<file path="config.mk">
export PLATFORM = sky130hd
export DESIGN_NAME = ps2_key_decoder_flat
export DESIGN_NICKNAME = d
export VERILOG_FILES = /design/src/rtl/ps2_key_decoder_if.sv /design/src/rtl/ps2_key_decoder.sv /design/src/flat_wrapper.sv
export SDC_FILE = /design/constraint.sdc
export NUM_CORES = 1
export LEC_CHECK = 0
export ABC_AREA = 1
export BUFFER_PORTS_ARGS = -buffer_cell sky130_fd_sc_hd__buf_2
export CORE_AREA = 2 2 135 137
export CTS_CLUSTER_SIZE = 10
export DETAILED_ROUTE_END_ITERATION = 8
export DIE_AREA = 0 0 137 139
export PLACE_DENSITY = 0.49
export SYNTH_ARGS = -nofsm -noshare
export SYNTH_HDL_FRONTEND = slang
export SYNTH_SLANG_ARGS = --single-unit
</file>
<file path="constraint.sdc">
create_clock -name clk -period 2.89 [get_ports clk]
set_input_delay 0.4335 -clock clk [delete_from_list [all_inputs] [get_ports clk]]
set_output_delay 0.4335 -clock clk [all_outputs]
set_load 0.02 [all_outputs]
</file>
<file path="src/rtl/ps2_key_decoder_if.sv">
// PS/2 key decoder bus: byte handshake toward ps2_keyboard, event stream
// toward the consumer and the live modifier flags.
// The master modport is the decoder side; the slave modport is the
// keyboard/consumer side.
interface ps2_key_decoder_if;
    logic [7:0] ps2_data;
    logic       ps2_ready;
    logic       ps2_nextdata_n;
    logic       key_valid;
    logic       key_ack;
    logic [7:0] key_code;
    logic       key_ext;
    logic       key_break;
    logic       key_repeat;
    logic [7:0] key_ascii;
    logic       mod_shift;
    logic       mod_ctrl;
    logic       mod_caps;

    modport master (
        input  ps2_data, ps2_ready, key_ack,
        output ps2_nextdata_n, key_valid, key_code, key_ext, key_break,
               key_repeat, key_ascii, mod_shift, mod_ctrl, mod_caps
    );

    modport slave (
        output ps2_data, ps2_ready, key_ack,
        input  ps2_nextdata_n, key_valid, key_code, key_ext, key_break,
               key_repeat, key_ascii, mod_shift, mod_ctrl, mod_caps
    );
endinterface

</file>
<file path="src/rtl/ps2_key_decoder.sv">
// PS/2 set-2 scancode decoder: pulls bytes from ps2_keyboard, strips the
// E0/F0 prefixes, swallows the Pause (E1) sequence, tracks modifiers and
// queues {code, ext, break, repeat, ascii} events in a small FIFO.
// Optional feature: define KEYDEC_REPEAT_EN to queue typematic repeat makes
// with key_repeat=1; when undefined, repeat makes are popped and dropped.
module ps2_key_decoder #(
    parameter int FIFO_DEPTH = 4
) (
    input  logic clk,
    input  logic rst,
    ps2_key_decoder_if.master bus
);

    localparam int PTR_W = $clog2(FIFO_DEPTH);
    localparam int CNT_W = PTR_W + 1;

    typedef enum logic [1:0] {IDLE, POP, GAP} state_t;

    typedef struct packed {
        logic [7:0] code;
        logic       ext;
        logic       brk;
        logic       rpt;
        logic [7:0] ascii;
    } event_t;

    state_t             state;
    logic               nextdata_n_q;
    logic [2:0]         discard_cnt;
    logic               ext_flag;
    logic               brk_flag;
    logic [8:0]         held_key;
    logic               lshift, rshift, lctrl, rctrl, caps;

    event_t             mem [FIFO_DEPTH];
    logic [PTR_W-1:0]   wr_ptr, rd_ptr;
    logic [CNT_W-1:0]   count;

    logic               fifo_full;
    logic               take_byte;
    logic               is_make;
    logic               is_repeat;
    logic               not_a_key;
    logic               key_byte;
    logic               push;
    logic               pop;
    event_t             new_event;
    event_t             head;

    // Set-2 make code to ASCII; letters honour the upper-case request.
    function automatic logic [7:0] ascii_of(input logic [7:0] code, input logic upper);
        logic [4:0] idx;
        logic       is_letter;
        logic [7:0] result;
        idx       = 5'd0;
        is_letter = 1'b1;
        result    = 8'h00;
        case (code)
            8'h1C: idx = 5'd0;   8'h32: idx = 5'd1;   8'h21: idx = 5'd2;
            8'h23: idx = 5'd3;   8'h24: idx = 5'd4;   8'h2B: idx = 5'd5;
            8'h34: idx = 5'd6;   8'h33: idx = 5'd7;   8'h43: idx = 5'd8;
            8'h3B: idx = 5'd9;   8'h42: idx = 5'd10;  8'h4B: idx = 5'd11;
            8'h3A: idx = 5'd12;  8'h31: idx = 5'd13;  8'h44: idx = 5'd14;
            8'h4D: idx = 5'd15;  8'h15: idx = 5'd16;  8'h2D: idx = 5'd17;
            8'h1B: idx = 5'd18;  8'h2C: idx = 5'd19;  8'h3C: idx = 5'd20;
            8'h2A: idx = 5'd21;  8'h1D: idx = 5'd22;  8'h22: idx = 5'd23;
            8'h35: idx = 5'd24;  8'h1A: idx = 5'd25;
            default: is_letter = 1'b0;
        endcase
        if (is_letter) begin
            result = (upper ? 8'h41 : 8'h61) + {3'b000, idx};
        end else begin
            case (code)
                8'h45: result = 8'h30;  8'h16: result = 8'h31;
                8'h1E: result = 8'h32;  8'h26: result = 8'h33;
                8'h25: result = 8'h34;  8'h2E: result = 8'h35;
                8'h36: result = 8'h36;  8'h3D: result = 8'h37;
                8'h3E: result = 8'h38;  8'h46: result = 8'h39;
                8'h29: result = 8'h20;
                8'h5A: result = 8'h0D;
                8'h66: result = 8'h08;
                default: result = 8'h00;
            endcase
        end
        return result;
    endfunction

    // Classify the byte on offer and build the event it would push.
    always_comb begin
        fifo_full = (count == CNT_W'(FIFO_DEPTH));
        take_byte = (state == IDLE) && bus.ps2_ready && !fifo_full;
        is_make   = !brk_flag;
        is_repeat = is_make && (held_key == {ext_flag, bus.ps2_data});
        not_a_key = (discard_cnt != 3'd0) ||
                    (bus.ps2_data inside {8'hE0, 8'hF0, 8'hE1, 8'h00, 8'hAA, 8'hFC, 8'hFE, 8'hFF});
        key_byte  = take_byte && !not_a_key;

        new_event.code  = bus.ps2_data;
        new_event.ext   = ext_flag;
        new_event.brk   = brk_flag;
        new_event.ascii = (ext_flag || brk_flag) ? 8'h00
                        : ascii_of(bus.ps2_data, (lshift | rshift) ^ caps);
`ifdef KEYDEC_REPEAT_EN
        new_event.rpt = is_repeat;
        push          = key_byte;
`else
        new_event.rpt = 1'b0;
        push          = key_byte && !is_repeat;
`endif
        pop = bus.key_ack && (count != '0);
    end

    // Byte FSM plus prefix, discard, held-key and modifier tracking.
    always_ff @(posedge clk or posedge rst) begin
        if (rst) begin
            state        <= IDLE;
            nextdata_n_q <= 1'b1;
            discard_cnt  <= 3'd0;
            ext_flag     <= 1'b0;
            brk_flag     <= 1'b0;
            held_key     <= 9'd0;
            lshift       <= 1'b0;
            rshift       <= 1'b0;
            lctrl        <= 1'b0;
            rctrl        <= 1'b0;
            caps         <= 1'b0;
        end else begin
            case (state)
                IDLE: begin
                    if (take_byte) begin
                        state        <= POP;
                        nextdata_n_q <= 1'b0;
                        if (discard_cnt != 3'd0) begin
                            discard_cnt <= discard_cnt - 3'd1;
                        end else begin
                            case (bus.ps2_data)
                                8'hE0: ext_flag    <= 1'b1;
                                8'hF0: brk_flag    <= 1'b1;
                                8'hE1: discard_cnt <= 3'd7;
                                8'h00, 8'hAA, 8'hFC, 8'hFE, 8'hFF: begin
                                    ext_flag <= 1'b0;
                                    brk_flag <= 1'b0;
                                end
                                default: begin
                                    ext_flag <= 1'b0;
                                    brk_flag <= 1'b0;
                                    if (is_make) begin
                                        if (!is_repeat) held_key <= {ext_flag, bus.ps2_data};
                                    end else if (held_key == {ext_flag, bus.ps2_data}) begin
                                        held_key <= 9'd0;
                                    end
                                    if (!ext_flag && bus.ps2_data == 8'h12) lshift <= is_make;
                                    if (!ext_flag && bus.ps2_data == 8'h59) rshift <= is_make;
                                    if (bus.ps2_data == 8'h14) begin
                                        if (ext_flag) rctrl <= is_make;
                                        else          lctrl <= is_make;
                                    end
                                    if (bus.ps2_data == 8'h58 && is_make && !is_repeat) caps <= !caps;
                                end
                            endcase
                        end
                    end
                end
                POP: begin
                    state        <= GAP;
                    nextdata_n_q <= 1'b1;
                end
                GAP:     state <= IDLE;
                default: state <= IDLE;
            endcase
        end
    end

    // Event FIFO pointers and occupancy; push and pop together leave count alone.
    always_ff @(posedge clk or posedge rst) begin
        if (rst) begin
            wr_ptr <= '0;
            rd_ptr <= '0;
            count  <= '0;
        end else begin
            if (push) wr_ptr <= wr_ptr + 1'b1;
            if (pop)  rd_ptr <= rd_ptr + 1'b1;
            case ({push, pop})
                2'b10:   count <= count + 1'b1;
                2'b01:   count <= count - 1'b1;
                default: count <= count;
            endcase
        end
    end

    // Event storage; contents are only visible through the gated head below.
    always_ff @(posedge clk) begin
        if (push) mem[wr_ptr] <= new_event;
    end

    assign head               = mem[rd_ptr];
    assign bus.key_valid      = (count != '0);
    assign bus.key_code       = bus.key_valid ? head.code  : 8'h00;
    assign bus.key_ext        = bus.key_valid ? head.ext   : 1'b0;
    assign bus.key_break      = bus.key_valid ? head.brk   : 1'b0;
    assign bus.key_repeat     = bus.key_valid ? head.rpt   : 1'b0;
    assign bus.key_ascii      = bus.key_valid ? head.ascii : 8'h00;
    assign bus.ps2_nextdata_n = nextdata_n_q;
    assign bus.mod_shift      = lshift | rshift;
    assign bus.mod_ctrl       = lctrl | rctrl;
    assign bus.mod_caps       = caps;

endmodule
</file>
<file path="src/flat_wrapper.sv">
// flat-port wrapper written by rule: the top's interface ports become plain ports
module ps2_key_decoder_flat 
#(
    parameter int FIFO_DEPTH = 4
)
  (clk, rst, bus_ps2_data, bus_ps2_ready, bus_key_ack, bus_ps2_nextdata_n, bus_key_valid, bus_key_code, bus_key_ext, bus_key_break, bus_key_repeat, bus_key_ascii, bus_mod_shift, bus_mod_ctrl, bus_mod_caps);
  ps2_key_decoder_if bus_i ();
  input  logic clk;
  input  logic rst;
  input wire logic [$bits(bus_i.ps2_data)-1:0] bus_ps2_data;
  input wire logic [$bits(bus_i.ps2_ready)-1:0] bus_ps2_ready;
  input wire logic [$bits(bus_i.key_ack)-1:0] bus_key_ack;
  output wire logic [$bits(bus_i.ps2_nextdata_n)-1:0] bus_ps2_nextdata_n;
  output wire logic [$bits(bus_i.key_valid)-1:0] bus_key_valid;
  output wire logic [$bits(bus_i.key_code)-1:0] bus_key_code;
  output wire logic [$bits(bus_i.key_ext)-1:0] bus_key_ext;
  output wire logic [$bits(bus_i.key_break)-1:0] bus_key_break;
  output wire logic [$bits(bus_i.key_repeat)-1:0] bus_key_repeat;
  output wire logic [$bits(bus_i.key_ascii)-1:0] bus_key_ascii;
  output wire logic [$bits(bus_i.mod_shift)-1:0] bus_mod_shift;
  output wire logic [$bits(bus_i.mod_ctrl)-1:0] bus_mod_ctrl;
  output wire logic [$bits(bus_i.mod_caps)-1:0] bus_mod_caps;
  assign bus_i.ps2_data = bus_ps2_data;
  assign bus_i.ps2_ready = bus_ps2_ready;
  assign bus_i.key_ack = bus_key_ack;
  assign bus_ps2_nextdata_n = bus_i.ps2_nextdata_n;
  assign bus_key_valid = bus_i.key_valid;
  assign bus_key_code = bus_i.key_code;
  assign bus_key_ext = bus_i.key_ext;
  assign bus_key_break = bus_i.key_break;
  assign bus_key_repeat = bus_i.key_repeat;
  assign bus_key_ascii = bus_i.key_ascii;
  assign bus_mod_shift = bus_i.mod_shift;
  assign bus_mod_ctrl = bus_i.mod_ctrl;
  assign bus_mod_caps = bus_i.mod_caps;
  ps2_key_decoder #(.FIFO_DEPTH(FIFO_DEPTH)) u_core (.clk(clk), .rst(rst), .bus(bus_i));
endmodule
</file>
==> results summary <==
The number of global-route vias before repair came out at roughly 4k. The reg2reg setup slack is between 400 and 500 ps. The total power divided by cell area came out at roughly 860 nW/um^2. Counting the buffers created by CTS gives 9.

The number of antenna violations at the first check in global routing is 0. The total die area is around 19000 um^2. The flop and latch count out of synthesis is between 100 and 150. The routed via count came out at 4161. The highest attainable clock frequency came out at 404 MHz. Synthesis produced a netlist whose cell count is 620.

The filler cells instantiated in the layout total around 1.8k. The detailed-router iteration count before antenna repair is 4. CTS placed an instance of sky130_fd_sc_hd__clkbuf_16 at the clock tree root.

The netlist uses 47 different library cells. The clock edge transition at the registers on the reported setup and hold paths came out at roughly 60 ps. The I/O pin total is 36. The final clock skew came out at about 9.4 ps. Adding up every negative setup slack in the final design gives 0 ps.

Of the available clock period, the critical path in the final layout requires 0.856. The clock latency at the later pin of the worst-skew pair is 350 ps. The layout net count is ~700.

The remaining global-route overflow is 0. The final number of setup-violating endpoints is 0. The core box area is 17700 um^2. The number of vias per cell after detailed routing came out at 4.61. By area the synthesized netlist is led by sky130_fd_sc_hd__edfxtp_1, sky130_fd_sc_hd__dfrtp_1, sky130_fd_sc_hd__nand2_1. The average wire per cell in the routed design is 15.0 um. The congestion estimate from routability-driven global placement came to 0.869.

Once detail routing completed, the nets flagged for antenna violations numbered 0. The fraction of layout cells with a size suffix above 1 is 0.177. The count of hold buffers inserted by post-cts repair came out at 0. The area share of the largest cell type after synthesis is 0.394. Counting buffers and inverters, the worst setup path is 13 cells deep. The stage delay of the slowest cell on the critical path came out at about 430 ps.

The detailed placement HPWL came out at between 9000 and 10000 um. The tightest min-delay check is of the primary input to async pin type. In this run the worst setup path begins at u_core.count[0]. Max-cap violations in this run came to 0. The area growth from synthesis to final layout is 14.7%. The fraction of the yosys area taken by sequential cells came out at 0.526.

Wires add up to about 14000 um. The total power of the final layout is roughly 0.0054 W. The number of cells on the worst reg-to-reg path is 13. The number of slew-limit violations in the final report came to 0. The shortest clock period the worst path allows after layout came out at 2470 ps.

The mean area per synthesized cell is between 8 and 9 um^2. The cell taking the most area after synthesis is sky130_fd_sc_hd__edfxtp_1. The first global-routing pass estimated ~22000 um of wire. The number of hold violations in the final report is 0.

The critical path ends at u_core.count[2]. Of all nets on the critical path, the largest fanout is 7. Summing every instance area after synthesis gives 5490 um^2. The post-route DRC violation count came out at 0. The largest voltage drop on the vdd net came out at 0.000375 V. The sum of buffers and inverters on the critical path came out at 2. The CTS H-tree depth came out at 3.

The critical path required time is ~3100 ps. The width of the chip is between 100 and 150 um. The most common cell after layout, fill and taps aside is sky130_fd_sc_hd__nand2_1. TritonCTS built the clock tree. The maximum number of pins on one net before global-route repair came out at 30.

Counting along the longest clock path gives a buffer depth of 2. The worst setup path is launched from a register. In this run the tool buffered the top-level ports with 34 buffer cells. The worst hold slack after final layout is 150 ps. The clock sink count came out at between 100 and 150. Broken down by cell family, the worst path's largest delay share belongs to simple AND/OR/NAND/NOR gates. The arrival time at the worst endpoint is 2710 ps.

The yosys synthesis warning count is 0. The number of rows created at floorplan came out at roughly 50. The capture point of the worst reg-to-reg path is u_core.count[2]. The most numerous cell type found on the critical path is sky130_fd_sc_hd__nand2_4. The startpoint identified for the worst register-to-register timing path is u_core.count[0]. Leaving out fill and tap cells, the most frequent cells in the layout are sky130_fd_sc_hd__nand2_1, sky130_fd_sc_hd__nor2_1, sky130_fd_sc_hd__edfxtp_1.

The run finished with clean final reports. The analysis attributes to cell leakage a power of 2.63 nW. The repair_antennas step left the layout with diodes totalling 0.

The post-cts gate resize count came out at 0. The starting density of the core is 0.311. The die boundary height came out at between 100 and 150 um.

Buffers added to address setup during post-CTS repair amount to 0. Among all stages on the critical path, the largest delay is contributed by sky130_fd_sc_hd__dfrtp_1. The critical path is of the register to register type. The critical path capture point type is a register.

The overall global routing resource usage is 0.150. Walking the worst path, the cells encountered are nor3_1, nor2_4, nand2_1, nor2_2, nand2_4, inv_8, nand2_4, ha_1, inv_1, fa_1, a21oi_1, o21ai_0, xor2_1. After the first detailed-routing iteration, the DRC count stood at about 420.

Setup repair after global routing left no endpoint under its margin.
metal layers:
| layer | up-vias | part of all wire | GRT usage |
|---|---|---|---|
| met3 | 9 | 0.035 | 0.0351 |
| met4 | 0 | 0.0099 | 0.0385 |
| met2 | 63 | 0.48 | 0.242 |
| li1 | 2116 | - | - |
| met1 | 1973 | 0.47 | 0.204 |
| met5 | - | 0 | 0 |
Yosys cell counts, drive strengths merged:
| library cell | n |
|---|---|
| fa | 1 |
| nand3 | 15 |
| o221ai | 1 |
| nand2 | 141 |
| o311ai | 1 |
| o21bai | 1 |
| and2 | 1 |
| xor2 | 7 |
| inv | 57 |
| nand4 | 10 |
| dfstp | 1 |
| dfrtp | 28 |
| xnor2 | 6 |
| or2 | 4 |
| nor4 | 2 |
| o31ai | 1 |
| nor3 | 8 |
| clkinv | 3 |
| ha | 9 |
| o21a | 1 |
| a21oi | 27 |
| edfxtp | 72 |
| o22ai | 1 |
| conb | 1 |
| clkbuf | 11 |
| nor2 | 138 |
| o21ai | 60 |
| o2111ai | 1 |
| buf | 11 |
power by group:
group / total [W] / internal [W] / switching (W)
clock network: 0.00131 / 0.000786 / 0.000527
registers: 0.00194 / 0.00178 / 0.000162
logic: 0.00214 / 0.000721 / 0.00142
total: 0.00540 / 0.00329 / 0.00211
kinds of logic after synthesis:
kind of cell    after synthesis  share of synthesized area
simple gates                319                      0.262
flops                       101                      0.526
compound gates               94                     0.0975
buf+inv                      82                     0.0692
xor+xnor                     13                     0.0207
fa+ha+maj                    10                     0.0241
other cells                   1                   0.000683
registers in the layout (all words and copies together) (netlist names), 2 cells and up:
name and cells:
u_core.mem 72, u_core.wr_ptr 2, u_core.discard_cnt 3, u_core.held_key 9, u_core.rd_ptr 2, u_core.count 3, u_core.state 2
worst reg2reg max path: stages, from the launching register on:
cell	delay [ps]
sky130_fd_sc_hd__dfrtp_1	430
sky130_fd_sc_hd__nor3_1	410
sky130_fd_sc_hd__nor2_4	120
sky130_fd_sc_hd__nand2_1	120
sky130_fd_sc_hd__nor2_2	50
sky130_fd_sc_hd__nand2_4	110
sky130_fd_sc_hd__inv_8	60
sky130_fd_sc_hd__nand2_4	90
sky130_fd_sc_hd__ha_1	150
sky130_fd_sc_hd__inv_1	60
sky130_fd_sc_hd__fa_1	370
sky130_fd_sc_hd__a21oi_1	140
sky130_fd_sc_hd__o21ai_0	110
sky130_fd_sc_hd__xor2_1	150
cell type report:
cell class	count	area, um^2	share of cell area
Inverter	60	235	0.0373
Clock inverter	5	81.3	0.0129
Sequential cell	101	2890	0.458
Clock buffer	11	243	0.0385
Tap cell	229	287	0.0455
Timing Repair Buffer	55	328	0.0520
Multi-Input combinational cell	441	2240	0.355
through the flow:
stage               instances  worst slack (ps)  utilization  area (um^2)
floorplan                 624               309            -         5510
global placement          886               150        0.339         5980
detailed placement        886               101        0.339         5980
CTS                       902               368        0.357         6300
global route              902               129        0.357         6300
finish                    902               416        0.357         6300
worst min path at each step:
stage	from	endpoint	slack [ps]	cells after the start
floorplan	u_core.state[1]	u_core.bus.ps2_nextdata_n	410	1
global placement	u_core.state[1]	u_core.bus.ps2_nextdata_n	430	1
detailed placement	u_core.state[1]	u_core.bus.ps2_nextdata_n	420	1
CTS	rst	u_core.wr_ptr[0]	150	3
global route	rst	u_core.wr_ptr[0]	190	3
finish	rst	u_core.state[0]	150	3
No activity file was read; power rests on OpenSTA's default activity.
